<file path="config.mk">
export PLATFORM = sky130hd
export DESIGN_NAME = asic_sprite_mixer
export DESIGN_NICKNAME = d
export VERILOG_FILES = /design/src/rtl/asic_sprite_mixer.sv
export SDC_FILE = /design/constraint.sdc
export NUM_CORES = 1
export LEC_CHECK = 0
export CAP_MARGIN = 20
export CORE_MARGIN = 10
export CORE_UTILIZATION = 50
export CTS_BUF_LIST = sky130_fd_sc_hd__clkbuf_2 sky130_fd_sc_hd__clkbuf_4 sky130_fd_sc_hd__clkbuf_8
export CTS_CLUSTER_DIAMETER = 200
export DETAILED_ROUTE_END_ITERATION = 10
export PLACE_DENSITY_LB_ADDON = 0.05
export SYNTH_ARGS = -nofsm -noshare
export SYNTH_HDL_FRONTEND = slang
export SYNTH_SLANG_ARGS = --single-unit
</file>
<file path="constraint.sdc">
create_clock -name clk_sys -period 3.2 [get_ports clk_sys]
set_clock_uncertainty 0.1 [all_clocks]
set_input_delay 0.32 -clock clk_sys [delete_from_list [all_inputs] [get_ports clk_sys]]
set_output_delay 0.32 -clock clk_sys [all_outputs]
set_load 0.01 [all_outputs]
</file>
<file path="src/rtl/asic_sprite_mixer.sv">
// Pixel compositor: merges sprite and gate-array pixels, resolves them through the
// 32-entry 12-bit palette RAM and owns the clear-on-read sprite collision register.
module asic_sprite_mixer #(
    parameter logic [15:0] PAL_BASE  = 16'h6400,
    parameter logic [15:0] COLL_ADDR = 16'h6000
) (
    input  logic        clk_sys,
    input  logic        reset,
    input  logic        plus_mode,
    input  logic        pix_en,
    input  logic [15:0] cpu_addr,
    input  logic [7:0]  cpu_data,
    input  logic        cpu_wr,
    input  logic        cpu_rd,
    output logic [7:0]  cpu_dout,
    input  logic [3:0]  bg_ink,
    input  logic        border,
    input  logic        hblank,
    input  logic        vblank,
    input  logic [7:0]  sprite_pixel,
    input  logic        sprite_active,
    input  logic [3:0]  sprite_id,
    output logic [11:0] rgb,
    output logic        hblank_o,
    output logic        vblank_o,
    output logic [7:0]  collision_flags
);

    // Palette entries are held as {R,G,B}
    logic [11:0] pal_q [32];

    logic [15:0] pal_off;
    logic        pal_hit;
    logic [4:0]  pal_entry;
    logic        pal_odd;
    logic [7:0]  pal_rd_byte;
    logic        coll_rd;

    assign pal_off     = cpu_addr - PAL_BASE;
    assign pal_hit     = (pal_off[15:6] == 10'd0);
    assign pal_entry   = pal_off[5:1];
    assign pal_odd     = pal_off[0];
    assign pal_rd_byte = pal_odd ? {4'h0, pal_q[pal_entry][7:4]}
                                 : {pal_q[pal_entry][11:8], pal_q[pal_entry][3:0]};
    assign coll_rd     = cpu_rd && (cpu_addr == COLL_ADDR);

    logic unused_bits;
    assign unused_bits = ^{sprite_pixel[7:4], sprite_id[3]};

    always_ff @(posedge clk_sys) begin
        if (reset) begin
            for (int i = 0; i < 32; i++) begin
                pal_q[i] <= 12'h000;
            end
        end else if (cpu_wr && plus_mode && pal_hit) begin
            if (pal_odd) begin
                pal_q[pal_entry][7:4] <= cpu_data[3:0];
            end else begin
                pal_q[pal_entry][11:8] <= cpu_data[7:4];
                pal_q[pal_entry][3:0]  <= cpu_data[3:0];
            end
        end
    end

    // Stage 1: index selection and collision detection
    logic       blank_in;
    logic       spr_opaque;
    logic       coll_evt;
    logic [4:0] idx_d,    idx_q;
    logic       blank_d,  blank_q;
    logic       hb1_q,    vb1_q;
    logic       v1_q;
    logic [7:0] flags_d,  flags_q;

    always_comb begin
        blank_in   = hblank || vblank;
        spr_opaque = plus_mode && sprite_active && (sprite_pixel[3:0] != 4'h0);
        blank_d    = blank_in;
        if (blank_in) begin
            idx_d = 5'd0;
        end else if (border) begin
            idx_d = 5'd16;
        end else if (spr_opaque) begin
            idx_d = {1'b1, sprite_pixel[3:0]};
        end else begin
            idx_d = {1'b0, bg_ink};
        end
        coll_evt = pix_en && spr_opaque && !blank_in && !border && (bg_ink != 4'h0);
        // A set event on the clearing read survives: set is ORed in after the clear
        flags_d  = coll_rd ? 8'h00 : flags_q;
        if (coll_evt) begin
            flags_d = flags_d | (8'h01 << sprite_id[2:0]);
        end
    end

    // Stage 2: palette lookup and blank alignment
    logic [11:0] rgb_d, rgb_q;
    logic        hb2_q, vb2_q;
    logic [7:0]  dout_d, dout_q;

    always_comb begin
        rgb_d = (blank_q || !v1_q) ? 12'h000 : pal_q[idx_q];
        if (cpu_rd) begin
            if (coll_rd) begin
                dout_d = flags_q;
            end else if (pal_hit) begin
                dout_d = pal_rd_byte;
            end else begin
                dout_d = 8'h00;
            end
        end else begin
            dout_d = dout_q;
        end
    end

    always_ff @(posedge clk_sys) begin
        if (reset) begin
            idx_q   <= 5'd0;
            blank_q <= 1'b0;
            hb1_q   <= 1'b0;
            vb1_q   <= 1'b0;
            v1_q    <= 1'b0;
            rgb_q   <= 12'h000;
            hb2_q   <= 1'b0;
            vb2_q   <= 1'b0;
            flags_q <= 8'h00;
            dout_q  <= 8'h00;
        end else begin
            if (pix_en) begin
                idx_q   <= idx_d;
                blank_q <= blank_d;
                hb1_q   <= hblank;
                vb1_q   <= vblank;
                v1_q    <= 1'b1;
                rgb_q   <= rgb_d;
                hb2_q   <= hb1_q;
                vb2_q   <= vb1_q;
            end
            flags_q <= flags_d;
            dout_q  <= dout_d;
        end
    end

    assign rgb             = rgb_q;
    assign hblank_o        = hb2_q;
    assign vblank_o        = vb2_q;
    assign collision_flags = flags_q;
    assign cpu_dout        = dout_q;

endmodule

</file>
==> flow_summary.ini, run 1 <==
[outcome]
status = completed

[clock_network]
htreeDepth = 3
cts_made_buffers = 77
cts_tree = yes
clk_pin_slew_worst_paths_ns = 0.06
post_cts_buffers = 0
cts_hold_buf = 1
cts_resized = 0
clk-insertion-delay-late_ns = 0.66
clock-root-buffer = clkbuf_8
cts_sinks = 428
clock_path_buffers = 3

[finish]
syn_to_final_growth_pct = 15.6
drive_above_1_share_pct = 23.9
multi_input_area_um2 = 9570
mostFrequentLayoutCell = edfxtp_1
final-seq-area_um2 = 12400
nets = 1921
nFillCells = 3626
final_cell_mix = edfxtp_1 (384), and2_1 (259), nor2_1 (194), mux4_2 (143), buf_4 (117)
diodes = 0

[route]
ant_nets = 0
drtIter0Drc = 1952
drtPass1Iterations = 6
num_vias = 15700
routed_via_density = 6.23
avgRoutedWirePerCell_um = 28.3
drt_wl_total_mm = 71.4
drc = 0

[sta]
setup_violations = 0
timing.setup.tns_ns = 0
fin_crit_sh_pct = 84.5
tightest_slew_ns = 0.867
finalCriticalPeriod_ns = 2.70
fmax_mhz = 370
hold_viol_final = 0
relSlewSlack_pct = 42.2
grt_setup_unrepaired = no
slew_violations = 0

[synthesis]
synth_edf_count = 384
syn-mean-instance-area_um2 = 13.0
yosysWarnings = 0
synthTopCellsByArea = edfxtp_1 (51%), mux4_2 (14%), and2_1 (7.2%), mux2i_1 (4.5%), dfxtp_1 (3.9%)
netlist_instances = 1733
synth_cell_types = 59
synth_async_sr_flop_share_pct = 0
syn_area_um2 = 22600
synth.net_count = 1783
yosys.area.top_type = edfxtp_1
ys_seq_area_share_pct = 55.0
synth-seq-cells = 428
synth_top_area_share_pct = 51.1
ys.flop_type = edfxtp_1

[placed_design]
hpwl_mm = 50.3
routabilityCongestion = 0.930
io_buffers = 74

[setup_path]
worstSetupStartpointType = flop
critPathRequiredTime_ns = 3.66
arrival_ns = 3.17
cp_max_fo = 37
critical_path.endpoint_type = flop
crit_type = flop to flop

[power]
p_leak_nw = 8.92
power.total_mw = 12.9
power_density_nw_per_um2 = 494
vdd_ir_drop_max_v = 0.000410

[grt]
grt_overflow_total = 0
grt_max_degree = 90
grt_usage_pct = 26.4
grt_first_pass_wirelength_mm = 104
grt_pass1_vias = 16100
antenna_found_initial = 2

[job]
cap_violations = 0

[die]
fp.coreArea_um2 = 44400
start_util_pct = 50.8
die_width_um = 233
pin_count = 80
rows = 77
dieArea_um2 = 54100
fp.dieH_um = 233

[min_path]
hp-class = primary input to flop
[cell families after synthesis]
family          Yosys count  synth area share [%]
simple gates            670                  15.9
flops                   428                  55.0
mux                     255                  19.3
compound gates          233                  7.17
buf+inv                 147                  2.70
[per-layer routing]
metal	wire length (um)	GRT usage (%)	vias up
li1	-	-	6834
met1	27900	32.9	7940
met2	34300	43.1	719
met3	5580	5.16	195
met4	3640	13.8	2
met5	8	0	-
[cells in the mapped netlist (5+ instances only)]
cell type / number
and2_1: 259
edfxtp_1: 384
nor2_2: 8
nand3b_1: 6
or2_2: 35
mux2_2: 10
nor3_1: 8
mux4_2: 143
clkbuf_1: 96
nor2_1: 195
dfxtp_1: 44
buf_2: 41
mux2i_1: 102
nand2_1: 80
o21bai_1: 36
a32oi_1: 5
a22oi_1: 43
a211oi_1: 8
o22ai_1: 21
a221o_1: 8
nor2b_1: 19
nor4_1: 7
a31oi_1: 5
nand4_1: 7
a22o_1: 20
o21ai_0: 20
nand3_1: 10
a21oi_1: 48
[final timing paths]
| check | start | to | slack [ns] | cells after the start |
|---|---|---|---|---|
| max | flop | rgb[2]$_SDFFE_PP0P_ | 0.50 | 6 |
| min | vblank | vb1_q$_SDFFE_PP0P_ | 0.25 | 3 |
| max reg2reg | flop | rgb[2]$_SDFFE_PP0P_ | 0.50 | 6 |
| min reg2reg | rgb[1]$_SDFFE_PP0P_ | rgb[1]$_SDFFE_PP0P_ | 0.36 | 2 |
[sequential cells by signal (all words and copies together) (netlist names), named ones only]
register and cells:
pal_q 384, rgb 12, collision_flags 8, cpu_dout 8
idx_q 5, blank_q 1, hb1_q 1, hblank_o 1
v1_q 1, vb1_q 1, vblank_o 1
[layout make-up]
type | instances | share of cell area (%)
multi-input combinational | 1158 | 36.7
inverter | 4 | 0.0575
clock buffer | 95 | 4.68
clock inverter | 41 | 1.09
sequential | 428 | 47.6
timing repair buffer | 202 | 7.07
tap | 592 | 2.84
[power by group]
part           total (mW)  switching [mW]  internal [mW]  leakage [nW]
registers            6.51           0.167           6.34          4.00
clock network        5.16            2.33           2.83         0.802
logic                1.22           0.710          0.509          4.12
total                12.9            3.21           9.68          8.92
[metrics by stage]
stage,cells,setup WS (ns),hold slack (ns),cell area [um^2],utilization (%)
2_1_floorplan,1733,0.795,0.340,22600,-
3_3_place_gp,2383,0.235,0.353,24600,55.3
3_5_place_dp,2383,0.196,0.358,24600,55.3
4_1_cts,2520,0.562,0.203,26100,58.8
5_1_grt,2520,0.470,0.262,26100,58.8
6_report,2520,0.496,0.245,26100,58.8
[worst max-delay path, cell delays in order, from the launching register on]
cell and delay (ns):
dfxtp_4 0.54, buf_12 0.33, and2_0 0.75, a21oi_1 0.19, a21oi_1 0.29, o22ai_1 0.20, a21oi_1 0.20
Note: power is estimated with default switching activity, not from simulation.
==> run 2: changes to the inputs <==
Clock period 3.2 ns to 2.5 ns, I/O delays scaled along.
==> flow_summary.ini, run 2 (same netlist as run 1, synthesis figures left out) <==
[sta]
grt_setup_unrepaired = no
fmax_mhz = 410
fin_ws_ns = 0.0594
slew_violations = 0
finalCriticalPeriod_ns = 2.44
fin_crit_sh_pct = 97.6
tightest_slew_ns = 0.736
relSlewSlack_pct = 49.7
setup_violations = 0
hold_viol_final = 0

[die]
start_util_pct = 50.8
rows = 77
die_width_um = 233
fp.dieH_um = 233
fp.coreArea_um2 = 44400
dieArea_um2 = 54100
pin_count = 80

[power]
p_comb_share_pct = 10.3
power_density_nw_per_um2 = 604
vdd_ir_drop_max_v = 0.000534
power.share.sequential_pct = 50.8
pwr-share-clk_pct = 38.8
p_leak_nw = 9.60
switching_share_pct = 24.9
p_sw_mw = 4.10
p_int_mw = 12.4

[grt]
grt_usage_pct = 27.9
grt_pass1_vias = 16400
grt_first_pass_wirelength_mm = 109
grt_overflow_total = 0
grt_max_degree = 55
antenna_found_initial = 2

[placed_design]
io_buffers = 74
hpwl_mm = 55.4
place_area_um2 = 25800
routabilityCongestion = 1.03
place_ws_ns = -0.314

[setup_path]
critPathRequiredTime_ns = 2.99
crit_type = flop to flop
arrival_ns = 2.93
rr_endpoint = rgb[11]$_SDFFE_PP0P_
critical_path.endpoint_type = flop
crit_end = rgb[11]$_SDFFE_PP0P_
reg2reg_depth = 9
reg2reg_slack_ns = 0.06
worstSetupStartpointType = flop
cp_max_fo = 11

[finish]
largest_reg_flops = 384
mostFrequentLayoutCell = edfxtp_1
regMostFlops = pal_q
nets = 2051
post-route-util_pct = 61.4
nFillCells = 3522
diodes = 0
syn_to_final_growth_pct = 20.8
drive_above_1_share_pct = 28.7
final_cell_mix = edfxtp_1 (384), and2_1 (259), buf_4 (232), nor2_1 (194), mux4_2 (143)
stdcell_area_um2 = 27300

[clock_network]
clock-root-buffer = clkbuf_8
htreeDepth = 3
clock_path_buffers = 3
cts_made_buffers = 74
clk_pin_slew_worst_paths_ns = 0.06
cts_tree = yes
clk-insertion-delay-late_ns = 0.66
cts_sinks = 428

[route]
num_vias = 16500
drtPass1Iterations = 5
drc = 0
drt_wl_total_mm = 75.4
avgRoutedWirePerCell_um = 28.4
routed_via_density = 6.21
drtIter0Drc = 1734
ant_nets = 0

[outcome]
status = completed

[job]
cap_violations = 0

[min_path]
hp-class = primary input to flop
## run 2: cell types whose count changed in the layout (fill, tap and decap cells not counted), sizes merged
cell / change
inv: +2
clkinvlp: +3
clkbuf: +3
clkdlybuf4s50: +1
clkinv: -10
buf: +132
bufinv: -1
## run 2: worst min-delay path by stage
stage	from	endpoint	depth (start not counted)
2_1_floorplan	hblank	hb1_q$_SDFFE_PP0P_	2
3_3_place_gp	rgb[7]$_SDFFE_PP0P_	rgb[7]$_SDFFE_PP0P_	2
3_5_place_dp	rgb[2]$_SDFFE_PP0P_	rgb[2]$_SDFFE_PP0P_	2
4_1_cts	hblank	hb1_q$_SDFFE_PP0P_	3
5_1_grt	hblank	hb1_q$_SDFFE_PP0P_	3
6_report	vblank	vb1_q$_SDFFE_PP0P_	3
## run 2: layout make-up
type / instances / area (um^2) / share of cell area (%)
Timing Repair Buffer: 335 / 3070 / 11.2
Multi-Input combinational cell: 1158 / 9570 / 35.1
Clock buffer: 98 / 1210 / 4.44
Clock inverter: 35 / 245 / 0.899
Inverter: 4 / 15.0 / 0.0551
Sequential cell: 428 / 12400 / 45.5
Tap cell: 592 / 741 / 2.72
## run 2: metrics by stage
step | hold slack (ns) | total power, mW | setup TNS (ns) | instances
floorplan | 0.297 | 9.28 | 0 | 1733
global placement | 0.351 | 10.1 | -105.07 | 2513
detailed placement | 0.356 | 10.2 | -134.84 | 2513
CTS | 0.126 | 16.5 | 0 | 2650
global route | 0.192 | 17.0 | 0 | 2650
finish | 0.169 | 16.5 | 0 | 2650
## run 2: power by group through the flow
stage	Sequential, mW	Clock, mW	Combinational, mW
after floorplan	8.36	0	0.916
after global placement	8.49	0	1.65
after detailed placement	8.50	0	1.66
after CTS	8.36	6.48	1.68
after global routing	8.38	6.84	1.76
final	8.37	6.39	1.70
## run 2: worst max-delay path: stages (launching register included)
cell      delay, ns
dfxtp_4        0.35
buf_4          0.16
buf_4          0.21
or3_1          0.48
buf_4          0.20
o22ai_1        0.17
a211oi_1       0.07
buf_4          0.14
o22ai_1        0.29
o22a_1         0.20
## run 2: timing repair
item / CTS / global route
setup endpoints to repair: 3 / 1
resized for setup: 1 / 1
hold buffers: 1 / 0
setup buffers: 3 / 0
hold endpoints to repair: 11 / 0
pin swaps: 0 / 0
## run 2: layer usage
layer,share of wire [%],up-vias,track usage (%)
met4,4.7,2,14.2
li1,-,7094,-
met2,48,880,44.5
met3,9.4,161,5.90
met5,0.017,-,0
met1,38,8323,35.5
==> run 3: changes to the inputs <==
Settings changed: SETUP_SLACK_MARGIN set to 0.02.
==> flow_summary.ini, run 3 (same netlist as run 1, synthesis figures left out) <==
[outcome]
status = completed

[clock_network]
htreeDepth = 3
clock_path_buffers = 3
cts_made_buffers = 74
cts_sinks = 428
cts_tree = yes
clock-root-buffer = clkbuf_8
clk-insertion-delay-late_ns = 0.66
clk_pin_slew_worst_paths_ns = 0.06

[route]
num_vias = 16500
routed_via_density = 6.23
wl_met3_mm = 6.99
drt-met1-wl_mm = 28.8
wl_met2_mm = 36.0
drtIter0Drc = 1763
drt_wl_total_mm = 75.4
drtPass1Iterations = 5
ant_nets = 0
avgRoutedWirePerCell_um = 28.4
drc = 0
highest_layer = met5

[die]
die_width_um = 233
fp.coreArea_um2 = 44400
fp.dieH_um = 233
dieArea_um2 = 54100
pin_count = 80
rows = 77
start_util_pct = 50.8

[sta]
slew_violations = 0
fmax_mhz = 409
holdWs_ns = 0.168
hold_viol_final = 0
relSlewSlack_pct = 48.7
setup_violations = 0
grt_setup_unrepaired = no
fin_crit_sh_pct = 97.7
finalCriticalPeriod_ns = 2.44
tightest_slew_ns = 0.750

[setup_path]
critical_path.endpoint_type = flop
cpLargestDelayFamily = compound AO/OA/AOI/OAI gates
critPathRequiredTime_ns = 2.99
cp_max_fo = 11
cp_cell_sequence = buf_4 > buf_4 > or3_1 > buf_4 > o22ai_1 > a211oi_1 > buf_4 > o22ai_1 > o22a_1
crit_type = flop to flop
arrival_ns = 2.93
crit_buf_inv = 4
path_common_cell = buf_4
worstSetupStartpointType = flop
slowest_stage = or3_1
cpPeakStageDelay_ns = 0.48

[power]
power.total_mw = 16.5
p_leak_nw = 9.60
power_density_nw_per_um2 = 604
vdd_ir_drop_max_v = 0.000535

[finish]
diodes = 0
mostFrequentLayoutCell = edfxtp_1
final_cell_mix = edfxtp_1 (384), and2_1 (259), buf_4 (232), nor2_1 (194), mux4_2 (143)
post-route-util_pct = 61.4
instances_no_fill = 2650
stdcell_area_um2 = 27300
nets = 2051
syn_to_final_growth_pct = 20.8
drive_above_1_share_pct = 28.7
regMostFlops = pal_q
largest_reg_flops = 384

[grt]
grt_max_degree = 55
grt_usage_pct = 27.9
grt_pass1_vias = 16400
grt_first_pass_wirelength_mm = 109
antenna_found_initial = 2
grt_overflow_total = 0

[placed_design]
place_area_um2 = 25800
routabilityCongestion = 1.03
io_buffers = 74
hpwl_mm = 55.4
dp.cells = 2513

[job]
cap_violations = 0

[min_path]
hp-class = primary input to flop
[run 3: cell counts in the layout (fill, tap and decap cells not counted)]
Identical to the previous run, type by type.
[run 3: repair_timing]
item                                    4_1_cts  5_1_grt
setup buffers                                 3        0
resized for setup                             1        1
pin swaps                                     0        1
hold buffers                                  1        0
hold endpoints to repair                     11        0
endpoints found under the setup margin        3        1
[run 3: worst paths after layout]
check | from | depth (start not counted) | to | slack, ns
setup / recovery | flop | 9 | rgb[11]$_SDFFE_PP0P_ | 0.06
hold / removal | vblank | 3 | vb1_q$_SDFFE_PP0P_ | 0.17
setup reg to reg | flop | 9 | rgb[11]$_SDFFE_PP0P_ | 0.06
hold reg to reg | idx_q[4]$_SDFFE_PP0P_ | 2 | flop | 0.36
[run 3: cell type report]
| type | count | area (um^2) |
|---|---|---|
| Inverter | 4 | 15.0 |
| Multi-Input combinational cell | 1158 | 9570 |
| Clock buffer | 98 | 1210 |
| Tap cell | 592 | 741 |
| Timing Repair Buffer | 335 | 3070 |
| Fill cell | 3522 | 17100 |
| Sequential cell | 428 | 12400 |
| Clock inverter | 35 | 245 |
[run 3: layer usage]
metal / vias up / GRT usage, %
li1: 7098 / -
met1: 8382 / 35.5
met2: 858 / 44.5
met3: 167 / 5.90
met4: 2 / 14.2
met5: - / 0
[run 3: where the power goes]
group,switching (mW),internal (mW),total (mW)
Combinational,0.936,0.763,1.70
Clock,2.92,3.47,6.39
Sequential,0.248,8.12,8.37
[run 3: through the flow]
step,setup TNS (ns),setup slack [ns]
2_1_floorplan,0,0.165
4_1_cts,0,0.0907
3_3_place_gp,-105.07,-0.252
6_report,0,0.0569
5_1_grt,0,0.0252
3_5_place_dp,-134.84,-0.314
[run 3: worst register-to-register path, cell delays in order (launching register included)]
cell and delay [ns]:
dfxtp_4 0.35, buf_4 0.16, buf_4 0.22, or3_1 0.48, buf_4 0.20, o22ai_1 0.17
a211oi_1 0.07, buf_4 0.14, o22ai_1 0.29, o22a_1 0.20
